==> config.mk <==
export PLATFORM = sky130hd
export DESIGN_NAME = sum_sq_feed
export DESIGN_NICKNAME = d
export VERILOG_FILES = /design/src/rtl/sum_sq_feed.sv
export SDC_FILE = /design/constraint.sdc
export NUM_CORES = 1
export LEC_CHECK = 0
export ABC_CLOCK_PERIOD_IN_PS = 2050
export BUFFER_PORTS_ARGS = -buffer_cell sky130_fd_sc_hd__buf_4
export CELL_PAD_IN_SITES_DETAIL_PLACEMENT = 0
export CELL_PAD_IN_SITES_GLOBAL_PLACEMENT = 1
export CORE_MARGIN = 1.5
export CORE_UTILIZATION = 40
export DETAILED_ROUTE_END_ITERATION = 8
export PLACE_DENSITY_LB_ADDON = 0.1
export SLEW_MARGIN = 25
export SYNTH_ARGS = -nofsm -noshare
export SYNTH_HDL_FRONTEND = slang
export SYNTH_SLANG_ARGS = --single-unit
==> constraint.sdc <==
create_clock -name clk -period 2.05 [get_ports clk]
set_input_delay 0.1025 -clock clk [delete_from_list [all_inputs] [get_ports clk]]
set_output_delay 0.1025 -clock clk [all_outputs]
set_load 0.02 [all_outputs]
==> src/rtl/sum_sq_feed.sv <==
// Computes rad = a*a + b*b and hands it to the integer sqrt stage with a guarded start pulse.
// Build option: define SUM_SQ_FAST_MUL_EN for single-cycle squaring (default: sequential shift-add).
module sum_sq_feed #(
  parameter int IN_W  = 3,
  parameter int OUT_W = 2*IN_W+2
) (
  input  logic             clk,
  input  logic             rst,
  input  logic             in_valid,
  output logic             in_ready,
  input  logic [IN_W-1:0]  a,
  input  logic [IN_W-1:0]  b,
  output logic             sq_start,
  input  logic             sq_busy,
  output logic [OUT_W-1:0] rad,
  output logic             busy
);

  localparam logic [1:0] ST_IDLE = 2'd0;
  localparam logic [1:0] ST_SQ_A = 2'd1;
  localparam logic [1:0] ST_SQ_B = 2'd2;
  localparam logic [1:0] ST_SEND = 2'd3;

  logic [1:0]       state_reg, state_next;
  logic [IN_W-1:0]  b_reg;
  logic [OUT_W-1:0] acc_reg;
  logic [OUT_W-1:0] acc_next;
  logic [OUT_W-1:0] rad_reg;
  logic             sq_start_reg;
  logic             phase_done;
  logic             fire;

`ifdef SUM_SQ_FAST_MUL_EN
  logic [IN_W-1:0]  a_reg;
  logic [OUT_W-1:0] a_ext, b_ext;

  assign a_ext      = OUT_W'(a_reg);
  assign b_ext      = OUT_W'(b_reg);
  assign phase_done = 1'b1;
  // SQ_A overwrites the accumulator with a*a; SQ_B adds b*b on top.
  assign acc_next   = (state_reg == ST_SQ_A) ? (a_ext * a_ext) : (acc_reg + b_ext * b_ext);

  always_ff @(posedge clk) begin
    if (rst) begin
      a_reg <= '0;
    end else if (state_reg == ST_IDLE && in_valid) begin
      a_reg <= a;
    end
  end
`else
  localparam int CNT_W = $clog2(IN_W + 1);

  logic [OUT_W-1:0] mcand_reg;
  logic [IN_W-1:0]  mplier_reg;
  logic [CNT_W-1:0] cnt_reg;
  logic [OUT_W-1:0] addend;

  // Partial product for this step: multiplicand gated by the current multiplier LSB.
  generate
    for (genvar gi = 0; gi < OUT_W; gi++) begin : g_addend
      assign addend[gi] = mcand_reg[gi] & mplier_reg[0];
    end
  endgenerate

  assign phase_done = (cnt_reg == CNT_W'(IN_W - 1));
  assign acc_next   = acc_reg + addend;

  always_ff @(posedge clk) begin
    if (rst) begin
      mcand_reg  <= '0;
      mplier_reg <= '0;
      cnt_reg    <= '0;
    end else begin
      case (state_reg)
        ST_IDLE: begin
          if (in_valid) begin
            mcand_reg  <= OUT_W'(a);
            mplier_reg <= a;
            cnt_reg    <= '0;
          end
        end
        ST_SQ_A, ST_SQ_B: begin
          if (phase_done && state_reg == ST_SQ_A) begin
            // Second square starts from the latched b; accumulator keeps a*a.
            mcand_reg  <= OUT_W'(b_reg);
            mplier_reg <= b_reg;
            cnt_reg    <= '0;
          end else begin
            mcand_reg  <= mcand_reg << 1;
            mplier_reg <= mplier_reg >> 1;
            cnt_reg    <= cnt_reg + 1'b1;
          end
        end
        default: ;
      endcase
    end
  end
`endif

  // Hold off while the sqrt stage is busy or right after our own pulse (its busy lags by a cycle).
  assign fire = (state_reg == ST_SEND) && !sq_busy && !sq_start_reg;

  always_comb begin
    state_next = state_reg;
    case (state_reg)
      ST_IDLE: if (in_valid)   state_next = ST_SQ_A;
      ST_SQ_A: if (phase_done) state_next = ST_SQ_B;
      ST_SQ_B: if (phase_done) state_next = ST_SEND;
      ST_SEND: if (fire)       state_next = ST_IDLE;
      default:                 state_next = ST_IDLE;
    endcase
  end

  always_ff @(posedge clk) begin
    if (rst) begin
      state_reg    <= ST_IDLE;
      b_reg        <= '0;
      acc_reg      <= '0;
      rad_reg      <= '0;
      sq_start_reg <= 1'b0;
    end else begin
      state_reg    <= state_next;
      sq_start_reg <= fire;
      case (state_reg)
        ST_IDLE: begin
          if (in_valid) begin
            b_reg   <= b;
            acc_reg <= '0;
          end
        end
        ST_SQ_A: acc_reg <= acc_next;
        ST_SQ_B: begin
          acc_reg <= acc_next;
          // rad only changes when a new sum is complete, so it stays put through SEND and after.
          if (phase_done) rad_reg <= acc_next;
        end
        default: ;
      endcase
    end
  end

  assign in_ready = (state_reg == ST_IDLE);
  assign busy     = (state_reg != ST_IDLE);
  assign sq_start = sq_start_reg;
  assign rad      = rad_reg;

endmodule

## Yosys cells after proc, flatten, opt, wreduce, memory -nomap -nowiden

Index checks and enable logic that the tools add are counted.

| word-level totals | value |
|---|---|
| output and inout port bits | 11 |
| logic and storage cells | 55 |
| register bits after elaboration | 35 |

| cells by class | value |
|---|---|
| bitwise gates (word level) | 8 |
| reductions and logical operators | 13 |
| eq/ne operators | 8 |
| muxes and demuxes | 16 |
| $add $sub $neg | 2 |

Operator list:

| kind | count |
|---|---|
| 8-bit one-hot mux with 2 select lines | 2 |
| 8-bit 2-to-1 mux | 3 |
| 2-bit 2-to-1 mux | 6 |
| 8-bit adder | 1 |
| 1-bit AND | 8 |
| 2-bit != test, second input constant | 4 |
| 2-bit one-hot mux with 4 select lines | 1 |
| 2-bit equality test, second input constant | 3 |
| 3-bit 2-to-1 mux | 2 |
| 3-bit one-hot mux with 2 select lines | 1 |
| 2-bit AND reduction | 3 |
| 2-bit one-hot mux with 2 select lines | 1 |
| 4-bit AND reduction | 1 |
| 2-bit nonzero test | 2 |
| 1-bit logical AND | 3 |
| 2-bit by 1-bit adder with 2-bit output, second input constant | 1 |
| 2-bit by 1-bit equality test with 1-bit output, second input constant | 1 |
| 1-bit logical NOT | 2 |
| 2-bit logical NOT | 1 |
| 2-bit OR reduction | 1 |

## Depth between registers and ports, before layout

| logic depth | value |
|---|---|
| word-level depth | 5 |
| mapped depth | 8 |
| mapped depth without buffers | 8 |

## Least setup slack after synthesis

No wires, ideal clock.

| path | value |
|---|---|
| path type | register to register |
| start | reg mplier_reg[0] |
| end | reg acc_reg[6] |
| arrival time | 1.785 ns |
| cell stages (with the launch flop) | 9 |
| period minus slack after synthesis | 1.913 ns |
| data required time | 1.922 ns |
| path slack | 0.137 ns |
| buffers on the path | 0 |
| cells stage by stage | dfxtp_1 -> and2_1 -> ha_1 -> inv_1 -> fa_1 -> nor2b_1 -> o31ai_2 -> a211oi_1 -> o31ai_1 |

| on the way | value |
|---|---|
| word-level cells in the longest chain between the ends | 3 |
| elaborated cells on any way between the ends | 9 |

RTL lines:

| element | line | RTL |
|---|---|---|
| from (decl) | 54 | `logic [IN_W-1:0] mplier_reg;` |
| from (signal assigned) | 86 | `mplier_reg <= b_reg;` |
| from (signal assigned) | 90 | `mplier_reg <= mplier_reg >> 1;` |
| 1-bit AND | 61 | `assign addend[gi] = mcand_reg[gi] & mplier_reg[0];` |
| 8-bit adder * | 66 | `assign acc_next = acc_reg + addend;` |
| 8-bit one-hot mux with 2 select lines * | 124 | `case (state_reg)` |
| to (signal assigned) | 131 | `ST_SQ_A: acc_reg <= acc_next;` |
| to (signal assigned) | 133 | `acc_reg <= acc_next;` |
| to (decl) | 26 | `logic [OUT_W-1:0] acc_reg;` |

Mark *: on every way between the ends. The rest lies on a longest branch, timed or not.
A chain may end at the register's enable or synchronous reset.

## Worst setup path in the final report

| path | value |
|---|---|
| start | reg mplier_reg[0] |
| end | reg acc_reg[7] |

Same word-level chain as after synthesis.

==> results by stage <==
STA:
- The post-route worst hold slack is 0.0946 ns.
- The highest clock frequency the design can meet is roughly 520 MHz.
- The shortest clock period the worst path allows after layout is between 1.5 and 2 ns.
- The measured slew at the worst slew-check pin is ~0.41 ns.
- The final hold violation count was 0.
- Across the routed clock network, the largest skew measured is 0.00536 ns.
- The portion of the clock cycle consumed by the worst path in the final layout is 0.943.
- The final-report max-slew violation count is 0.
- The total negative slack is 0 ns.
- The count of endpoints failing setup in the final report is 0.
- Setup repair after global routing left no endpoint under its margin.
- Measured against its own limit, the worst slew margin works out to 0.726.

Power and ir drop:
- The largest vdd supply drop is around 670 µV.
- The internal power of the cells totals 1440 µW.
- The switching power total is 977 µW.
- The power density over the cells is 1090 nW/µm².
- In this run the static leakage power is just under 0.0009 µW.
- The share of total power dissipated in the clock network is 0.186.
- Of the total power, registers draw 0.359.
- Of the total power, the share spent switching nets is 0.404.
- The total power consumption of the routed design is between 2000 and 2500 µW.
- The combinational power share is 0.455.

Synth:
- Of all flip-flops after synthesis, the portion carrying an async set or reset was 0.
- Each instance of the synthesized netlist takes up on average between 8 and 9 µm².
- The summed instance area of the synthesized netlist is ~1900 µm².
- Counting flops and latches in the post-synthesis netlist gives 35.
- In the synthesized netlist the dominant register cell turns out to be sky130_fd_sc_hd__dfxtp_1.
- Counting every instance in the synthesized netlist gives about 210.
- The synthesized netlist net count is 236.
- The total of warnings raised by yosys is 0.
- Yosys mapped a number of flops with a built-in enable equal to 0.
- Counting distinct cell types in the post-synthesis netlist gives 55.
- sky130_fd_sc_hd__dfxtp_1 takes more of the synthesized area than any other cell.
- The sequential cell area fraction in the yosys report is 0.366.
- The share of synthesized area in the top cell type comes to 0.366.
- In the post-synthesis netlist, the biggest area contributors are sky130_fd_sc_hd__dfxtp_1 (37%), sky130_fd_sc_hd__ha_1 (7.2%), sky130_fd_sc_hd__nor2_1 (4.9%).

Floorplan:
- The die covers between 5000 and 6000 µm².
- The region available for standard cell placement spans between 4000 and 5000 µm².
- The die is around 72 µm wide.
- The number of top-level design ports is 21.
- The die boundary height is between 70 and 80 µm.
- The cell row count is 24.
- For this configuration, the core starts out at a cell density of 0.428.

Cells and area:
- The number of cells in the finished layout apart from fillers is 291.
- Leaving out fill and tap cells, the most frequent cells in the layout are sky130_fd_sc_hd__dfxtp_1 (35), sky130_fd_sc_hd__nor2_1 (25), sky130_fd_sc_hd__buf_4 (25).
- The design area is around 2200 µm².
- The library cell used most frequently in the layout, excluding fill and tap cells, is sky130_fd_sc_hd__dfxtp_1.
- The count of inserted antenna diode cells is 0.
- Compared with the post-synthesis result, the final layout area differs by 16.3%.
- The sequential cells in the finished layout cover a total of 701 µm².
- The share of layout cells above drive strength 1 is 0.205.
- Summing all multi-input logic gate instances after layout gives 1160 µm².
- For this run, the post-layout net count is ~260.
- The layout has 440 filler cells.

Placed design:
- The total cell area at the placement stage is 2130 µm².
- The half-perimeter wire length after placement is between 3000 and 4000 µm.
- The cell count after placement is 284.
- Input and output buffers added on the ports amount to 20.
- The global placement routability congestion is 0.819.

CTS:
- The clock sink total is 35.
- The number of buffers added by the clock tree synthesis step is 5.
- TritonCTS built the clock tree.
- The CTS root buffer is sky130_fd_sc_hd__clkbuf_8.
- The H-tree depth is 2.
- After clock tree synthesis, the setup repair step added 0 buffers.
- The buffer levels on the longest clock path is 2.
- Clock latency on the worst-skew pair, taken at its later pin, is 0.28 ns.
- Clock-pin slew was measured on the worst setup and hold paths at approximately 0.060 ns.

GRT:
- The overall track demand over capacity in global routing is 0.178.
- Summed over all layers, the global routing overflow is 0.
- The wire length of the first global-routing pass is slightly above 7000 µm.
- The initial antenna violation count is 0.
- The via count of the first global-routing pass is roughly 1.6k.
- The largest net degree at the start of global routing is 42.

Flow run:
- Max-cap violations in this run came to 0.

Setup path:
- The arrival time at the worst endpoint is approximately 2.1 ns.
- Among all stages on the critical path, the largest delay is contributed by sky130_fd_sc_hd__dfxtp_1.
- The signal on the critical path passes through buf_4 -> and2_1 -> ha_1 -> a21oi_1 -> o21ai_1 -> and4_1 -> a211o_1.
- The worst endpoint required time is about 2.2 ns.
- The peak per-stage delay on the critical path is around 0.31 ns.
- The endpoint class of the critical path is a flip-flop.
- STA classifies the critical path startpoint as a flip-flop.
- The family with the most delay on the worst path is compound AO/OA/AOI/OAI gates.
- The buffers plus inverters on the worst setup path is 1.
- In this run the worst path has a maximum fanout of 8.
- The minimum setup slack among reg-to-reg paths is approximately 0.12 ns.
- By startpoint and endpoint, the worst setup path is classified as reg2reg.

Drt:
- Dividing the detail-routed via count by the number of cells gives 5.53.
- The average wire per standard cell is ~15 µm.
- The count of unresolved DRC violations after routing is 0.
- The detail route stage leaves a number of antenna-violating nets equal to 0.
- The total via count after detailed routing is roughly 1.6k.
- For this block, the initial DRC count from the detailed router was between 70 and 80.
- The first-pass detailed-route iteration total is 4.
- The total wire length after detailed routing is 4260 µm.

Run status:
- The flow ran to the end, and the final reports show no timing, DRC or antenna violations.

Worst hold path:
- The worst hold path belongs to the class in2reg.
[final timing paths]
kind / from / endpoint / depth (start not counted)
setup / recovery: mplier_reg[0]$_SDFFE_PP0P_ / acc_reg[7]$_SDFFE_PP0P_ / 7
hold reg to reg: sq_start$_SDFF_PP0_ / sq_start$_SDFF_PP0_ / 1
hold / removal: b[2] / b_reg[2]$_SDFFE_PP0P_ / 3
setup reg to reg: mplier_reg[0]$_SDFFE_PP0P_ / acc_reg[7]$_SDFFE_PP0P_ / 7
[worst register-to-register path: cells and delay by family (launching register included)]
kind	cells	cell delay, ns
AO/OA/AOI/OAI	3	0.70
flip-flops	1	0.31
buffers and inverters	1	0.15
adder cells (fa/ha/maj)	1	0.29
AND/OR/NAND/NOR	2	0.39
[routing by layer]
layer  GRT usage  wire [µm]  vias up
met5           0          0        -
met4      0.0524         39        0
met3      0.0333         94        5
met2       0.336       2230       24
met1       0.201       1900      759
li1            -          -      822
[power by group through the flow]
stage / registers (µW) / clock network (µW) / logic [µW]
2_1_floorplan: 871 / 0 / 835
3_3_place_gp: 875 / 0 / 1080
3_5_place_dp: 884 / 0 / 1100
4_1_cts: 868 / 472 / 1110
5_1_grt: 883 / 496 / 1200
6_report: 867 / 451 / 1100
[per-stage QoR]
step	setup slack (ns)	util
final	0.118	0.497
after global routing	0.0109	0.497
after CTS	0.0649	0.494
after detailed placement	0.0705	0.476
after global placement	0.128	0.476
after floorplan	0.137	-
[synthesized netlist by cell type (4+ instances only)]
cell / n
sky130_fd_sc_hd__and2_1: 7
sky130_fd_sc_hd__ha_1: 11
sky130_fd_sc_hd__a211oi_1: 6
sky130_fd_sc_hd__dfxtp_1: 35
sky130_fd_sc_hd__nand2_1: 22
sky130_fd_sc_hd__a211oi_2: 4
sky130_fd_sc_hd__nand3_1: 6
sky130_fd_sc_hd__clkbuf_1: 4
sky130_fd_sc_hd__nor3_1: 4
sky130_fd_sc_hd__a22oi_1: 7
sky130_fd_sc_hd__nor2_1: 25
sky130_fd_sc_hd__a21oi_1: 11
sky130_fd_sc_hd__inv_1: 6
sky130_fd_sc_hd__nand3b_1: 6
[logic make-up after synthesis]
kind of cell               after synthesis  share of synthesized area
muxes                                    3                     0.0222
and+or+nand+nor                         93                      0.258
buffers and inverters                   14                     0.0353
DFF                                     35                      0.366
xor gates and xnor gates                 2                    0.00915
AOI/OAI and AO/OA                       55                      0.227
adders and majority gates               12                     0.0824
[timing repair]
item | 4_1_cts | 5_1_grt
endpoints found under the hold margin | 1 | 0
endpoints found under the setup margin | 0 | 5
hold buffers | 1 | 0
resized for setup | 0 | 3
[area by class of cell]
class / count / area share
clock buffer: 6 / 0.0326
sequential: 35 / 0.315
inverter: 7 / 0.0129
tap: 52 / 0.0292
timing repair buffer: 26 / 0.0888
multi-input combinational: 165 / 0.522
Power figures use the tool's default switching activity.
